**src/rtl/regfile.sv**
```systemverilog
// RV32I integer register file: two registered read ports, one write port,
// x0 hardwired to zero. Read data launches the execute stage one cycle
// after the request.
// Optional feature macro: REGFILE_BYPASS_EN
//   defined   -> write-first: a same-edge write to a read register is forwarded
//   undefined -> read-first: the read returns the pre-write array contents
// Data width comes from `XLEN (32 unless already defined by header.vh).

`ifndef XLEN
`define XLEN 32
`endif

module regfile #(
  parameter int                NREGS   = 32,
  parameter int                AW      = 5,
  parameter logic [`XLEN-1:0]  RST_VAL = {`XLEN{1'b0}}
) (
  input  logic              i_clk,
  input  logic              i_rst,
  input  logic              i_rd_en,
  input  logic [AW-1:0]     i_rs1_addr,
  input  logic [AW-1:0]     i_rs2_addr,
  input  logic              i_wr_en,
  input  logic [AW-1:0]     i_rd_addr,
  input  logic [`XLEN-1:0]  i_rd_data,
  output logic [`XLEN-1:0]  o_rs1_data,
  output logic [`XLEN-1:0]  o_rs2_data,
  output logic              o_rs_valid
);

  localparam logic [`XLEN-1:0] ZERO = {`XLEN{1'b0}};
  localparam logic [AW-1:0]    X0   = {AW{1'b0}};

  logic [`XLEN-1:0] regs_r [NREGS];
  logic [`XLEN-1:0] rs1_data_r;
  logic [`XLEN-1:0] rs2_data_r;
  logic             rs_valid_r;
  logic [`XLEN-1:0] rs1_next_s;
  logic [`XLEN-1:0] rs2_next_s;
  logic             wr_live_s;

  // A write only takes effect when it targets a nonzero register.
  assign wr_live_s = i_wr_en && (i_rd_addr != X0);

  // Port 1 read mux: x0 reads zero; optional forwarding of a same-edge write.
  always_comb begin
    rs1_next_s = ZERO;
    if (i_rs1_addr == X0) begin
      rs1_next_s = ZERO;
    end else begin
      rs1_next_s = regs_r[i_rs1_addr];
`ifdef REGFILE_BYPASS_EN
      if (wr_live_s && (i_rd_addr == i_rs1_addr)) begin
        rs1_next_s = i_rd_data;
      end else begin
        rs1_next_s = regs_r[i_rs1_addr];
      end
`endif
    end
  end

  // Port 2 read mux: same rules as port 1, evaluated independently.
  always_comb begin
    rs2_next_s = ZERO;
    if (i_rs2_addr == X0) begin
      rs2_next_s = ZERO;
    end else begin
      rs2_next_s = regs_r[i_rs2_addr];
`ifdef REGFILE_BYPASS_EN
      if (wr_live_s && (i_rd_addr == i_rs2_addr)) begin
        rs2_next_s = i_rd_data;
      end else begin
        rs2_next_s = regs_r[i_rs2_addr];
      end
`endif
    end
  end

  // Storage array: reset to RST_VAL, x0 never written.
  always_ff @(posedge i_clk or posedge i_rst) begin
    if (i_rst) begin
      for (int i = 0; i < NREGS; i++) begin
        regs_r[i] <= RST_VAL;
      end
    end else begin
      for (int i = 1; i < NREGS; i++) begin
        if (wr_live_s && (i_rd_addr == AW'(i))) begin
          regs_r[i] <= i_rd_data;
        end
      end
    end
  end

  // Output registers: capture on request, hold data across stalls.
  always_ff @(posedge i_clk or posedge i_rst) begin
    if (i_rst) begin
      rs1_data_r <= ZERO;
      rs2_data_r <= ZERO;
      rs_valid_r <= 1'b0;
    end else if (i_rd_en) begin
      rs1_data_r <= rs1_next_s;
      rs2_data_r <= rs2_next_s;
      rs_valid_r <= 1'b1;
    end else begin
      rs_valid_r <= 1'b0;
    end
  end

  assign o_rs1_data = rs1_data_r;
  assign o_rs2_data = rs2_data_r;
  assign o_rs_valid = rs_valid_r;

endmodule
```
**config.mk**
```make
export PLATFORM = sky130hd
export DESIGN_NAME = regfile
export DESIGN_NICKNAME = d
export VERILOG_FILES = /design/src/rtl/regfile.sv
export SDC_FILE = /design/constraint.sdc
export NUM_CORES = 2
export LEC_CHECK = 0
export CORE_AREA = 2 2 353 530
export DETAILED_ROUTE_END_ITERATION = 7
export DIE_AREA = 0 0 355 532
export SLEW_MARGIN = 20
export SYNTH_ARGS = -nofsm -noshare
export SYNTH_HDL_FRONTEND = slang
export SYNTH_SLANG_ARGS = --single-unit
```
**constraint.sdc**
```tcl
create_clock -name i_clk -period 49.4 [get_ports i_clk]
set_input_delay 4.94 -clock i_clk [delete_from_list [all_inputs] [get_ports i_clk]]
set_output_delay 4.94 -clock i_clk [all_outputs]
set_load 0.005 [all_outputs]
```
; After elaboration in Yosys (flattened, before gate mapping)
; Index checks and enable logic that the tools add are counted.
[op_classes]
n_lt_le_gt_ge = 2
n_eq_ne = 31
reduce_logical = 35
muxes = 9
bitwise_logic = 2
[ops]
columns = op, count
row1 = $bmux 32 s5, 2
row2 = $mux 32, 6
row3 = $eq 5x5->1 const B, 16
row4 = $eq 5x4->1 const B, 8
row5 = $logic_and 1x1->1, 32
row6 = $eq 5x3->1 const B, 4
row7 = $ge 6x6->1 const B, 2
row8 = $not 5->6, 2
row9 = $eq 5x2->1 const B, 2
row10 = $logic_not 5->1, 2
row11 = $eq 5x1->1 const B, 1
row12 = $reduce_bool 5->1, 1
row13 = $mux 1, 1
[word_totals]
register_bits = 1057
word_cells = 113
input_bits = 51
output_inout_bits = 65

; Longest topological paths before layout
[depth]
word_depth = 5
ltp_mapped = 9
ltp_nobuf = 5

; Least setup slack after synthesis
; No wires, ideal clock.
[synth_path]
path_kind = in2reg
from = input port i_rs2_addr[0]
to = register rs2_data_r[26], in the netlist o_rs2_data[26]
cell_stages = 7
path_slack_ns = 42.564
required_ns = 49.254
setup_time_ns = 0.146
n_path_buf = 3
arrival_ns = 6.690
path_cell_list = buf_2 buf_2 buf_2 mux4_2 a221oi_1 o2bb2ai_1 o221ai_1
[synth_between]
elab_chain_len = 5
elab_cells_between_ends = 6
cone_classes = 4 x mux / 1 x bitwise / 1 x reduce/logical
[synth_lines]
columns = item, line
row1 = from (decl), 22  ; input logic [AW-1:0] i_rs2_addr,
row2 = $not 5->6 (not written as such), 68  ; rs2_next_s = regs_r[i_rs2_addr];
row3 = $bmux 32 s5, 68
row4 = $mux 32 (not written as such) (2 in series), 68
row5 = $mux 32 (*), 65  ; if (i_rs2_addr == X0) begin
row6 = to (signal assigned), 102  ; rs2_data_r <= rs2_next_s;
row7 = to (decl), 36  ; logic [`XLEN-1:0] rs2_data_r;
; Every way passes the cells marked *; elsewhere a longest branch is shown, timed or not. The select of a mux whose other input is x is not followed.
; A chain may end at the register's enable or synchronous reset.

==> summary.txt <==
Outcome
  • Status: completed

Route
  • Drt pass-1 iters: 6
  • Vias: 34,930
  • Vias per Instance: 5.779
  • Drt wl/cell: 31.06 um
  • DR top layer: met5
  • Routed WL: 187,800 um
  • DRC: 0
  • WL met3: 14,930 um
  • First DRT Iteration DRCs: 2,839
  • Met1 wire length: 71,580 um
  • Routed Antenna Nets: 0
  • Met2 routed WL: 92,220 um

STA
  • Fmax achieved: 113.0 MHz
  • Max Slew Vio Count: 0
  • Count of endpoints failing setup in the final report: 0
  • Setup TNS: 0 ps
  • Post-layout min period: 8852 ps
  • Final worst-path cycle share: 17.92%
  • Max_slew headroom: 21.15%
  • RSZ-0062 raised after global routing: false
  • Worst slew pin tran: 1178 ps
  • Final Skew: 23.46 ps
  • Final hold viol count: 0
  • PnR worst setup slack: 40,550 ps
  • Hold Slack: 490.7 ps

Worst setup path
  • Worst path arrival time: 9550 ps
  • Worst Setup End Kind: async pin
  • Critical path's slowest cell: buf_4
  • Setup Crit Path Kind: in -> async
  • Max stage delay on crit path: 860 ps
  • Worst path top cell family by delay: buffers and inverters
  • Crit Path Max Fanout: 165
  • Worst path cell trace: clkdlybuf4s50_1 -> inv_8 -> buf_12 -> buf_4 -> buf_12 -> buf_4
  • Worst endpoint required time: 50,100 ps
  • Startpoint types: primary input
  • Worst path bufs/invs: 6

Pwr
  • Clk pwr share: 31.4%
  • Power Density: 39.28 nW/um2
  • Sw Ratio: 27.73%
  • Static leakage: 25.88 nW
  • Maximum vdd drop: 0.02534 mV
  • Switching Power: 0.0006697 W
  • Flop pwr share: 48.2%
  • Power Internal: 0.001745 W
  • Combinational Power Share: 20.4%

Placement
  • Estimated wirelength of the detail-placed design: 105,800 um
  • # port buffers: 115
  • Placement-stage cell area: 58,460 um2
  • Placer congestion estimate: 0.7736
  • Pre-CTS WS: 39,690 ps

Synthesis
  • Largest cells by area after synthesis: dfrtp_1, mux4_2, mux2_2, mux2_1, clkbuf_1
  • Yosys warns: 32
  • Commonest cells in the synthesized netlist: dfrtp_1, mux2_2, mux4_2, mux2_1, clkbuf_1
  • Synth Area per Inst: 15.19 um2
  • Synth unique cells: 53
  • Synth Instances: 3,618
  • Most common flop cell mapped by yosys: dfrtp_1
  • Count leader, synth: dfrtp_1
  • EDFF count, synth: 0
  • Syn Nets: 3,669
  • Sequential fraction of the synthesis area: 48.14%
  • Top-area cell type share of the netlist area: 48.14%
  • Cell taking the most area after synthesis: dfrtp_1
  • Synth Cell Area: 54,950 um2
  • Seq cells post-synth: 1,057
  • Synth async-reset ratio: 100.0%

Final layout
  • Area grow syn2layout: 11.91%
  • Layout cells sized above 1: 39.56%
  • Final instance area: 61,490 um2
  • Final core occ: 33.41%
  • Fill cell count: 17,830
  • Fin nets: 3,588

Clock network
  • TritonCTS clock tree: yes
  • Clock buffer depth: 3
  • Post-CTS setup buffer count: 0
  • Total CTS buffers: 95
  • Skew-Pair Late Insertion Delay: 720 ps
  • Post-CTS Hold Buffers: 0
  • Root Buffer: clkbuf_16
  • Clock transition at path regs: 70 ps
  • CTS sink count: 1,057
  • PostCTS Resize Cnt: 0
  • H-tree depth: 3

Floorplanning
  • Core ar.: 184,000 um2
  • Die W: 355 um
  • DIE HEIGHT: 532 um
  • Initial core utilization: 29.86%
  • Io pins: 116
  • Rows: 193
  • Die Area: 188,900 um2

GRT
  • Initial antenna violation count: 24
  • Total congestion overflow: 0
  • Largest net degree at the start of global routing: 166
  • First-pass GRT wire length: 271,800 um
  • Vias in the first global route: 36,960
  • Tot GR Track Use: 19.69%

Worst hold path
  • Hold Crit Class: reg -> reg

Run
  • Total of max-cap violations: 0
cell families (layout without fill, tap and decap cells):
logic type             after synthesis  in the layout  share of synthesized area, %
other                                0              5                             0
muxes                             1590           1590                         41.75
DFF                               1057           1057                         48.14
buffers and inverters              397            381                         3.165
and+or+nand+nor                    235            235                         2.036
AOI/OAI and AO/OA                  339            339                         4.912
cell type report:
cell class | count | area [um2] | area share [%]
multi-input combinational | 2164 | 26980 | 43.89
clock inverter | 19 | 222.7 | 0.3622
sequential | 1057 | 26450 | 43.02
timing repair buffer | 208 | 1906 | 3.099
antenna | 5 | 12.51 | 0.02035
inverter | 11 | 48.80 | 0.07936
tap | 2437 | 3049 | 4.959
clock buffer | 143 | 2813 | 4.575
metal layers:
layer  GRT usage, %  vias up
li1               -    13910
met1          23.99    19160
met2          33.02     1381
met3          4.723      456
met4          8.603       30
met5              0        -
stage by stage:
| step | instances | total power (W) |
|---|---|---|
| CTS | 6039 | 0.002430 |
| finish | 6044 | 0.002415 |
| global placement | 5877 | 0.001651 |
| floorplan | 3618 | 0.001510 |
| detailed placement | 5877 | 0.001673 |
| global route | 6040 | 0.002519 |
power groups by stage:
stage | registers, W | logic, W | clock network, W
after CTS | 0.00116 | 0.000498 | 0.000772
after floorplan | 0.00113 | 0.000379 | 0
after global placement | 0.00116 | 0.000487 | 0
final | 0.00116 | 0.000493 | 0.000757
after detailed placement | 0.00118 | 0.000497 | 0
after global routing | 0.00118 | 0.000530 | 0.000805
flip-flops by register name, summed over array words and instances, names as in the netlist:
| register | cells |
|---|---|
| o_rs_valid | 1 |
| o_rs1_data | 32 |
| o_rs2_data | 32 |
| regs_r | 992 |
worst min-delay path, cell delays in order, from the launching register on:
cell     delay (ps)
dfrtp_1         350
nand2_1          50
o41ai_1          50
worst paths after layout:
check / endpoint / cells past startpoint / from / slack, ps
setup / recovery: o_rs2_data[0]$_DFFE_PP0P_ / 6 / i_rst / 40550
hold / removal: o_rs1_data[3]$_DFFE_PP0P_ / 2 / o_rs1_data[3]$_DFFE_PP0P_ / 490
setup reg to reg: o_rs1_data[28]$_DFFE_PP0P_ / 4 / regs_r[604]$_DFFE_PP0P_ / 47420
hold reg to reg: o_rs1_data[3]$_DFFE_PP0P_ / 2 / o_rs1_data[3]$_DFFE_PP0P_ / 490
max in group i_clk: o_rs2_data[2]$_DFFE_PP0P_ / 8 / i_rs2_addr[0] / 41320
min in group asynchronous: regs_r[505]$_DFFE_PP0P_ / 2 / i_rst / 4770
cells in the final DEF, fill, tap and decap left out, drive strengths merged, types with 14 or more instances in the layout:
master	netlist	layout
nor2b	37	37
a22oi	53	53
nand3	18	18
nor3	17	17
nand2	41	41
buf	188	108
mux4	455	455
inv	11	14
a221oi	81	81
mux2	1063	1063
o31ai	20	20
a211o	16	16
nor2	85	85
o22ai	17	17
a221o	22	22
a2111oi	23	23
a21oi	27	27
clkbuf	198	143
mux2i	72	72
clkdlybuf4s50	0	100
dfrtp	1057	1057
No activity file was read; power rests on OpenSTA's default activity.
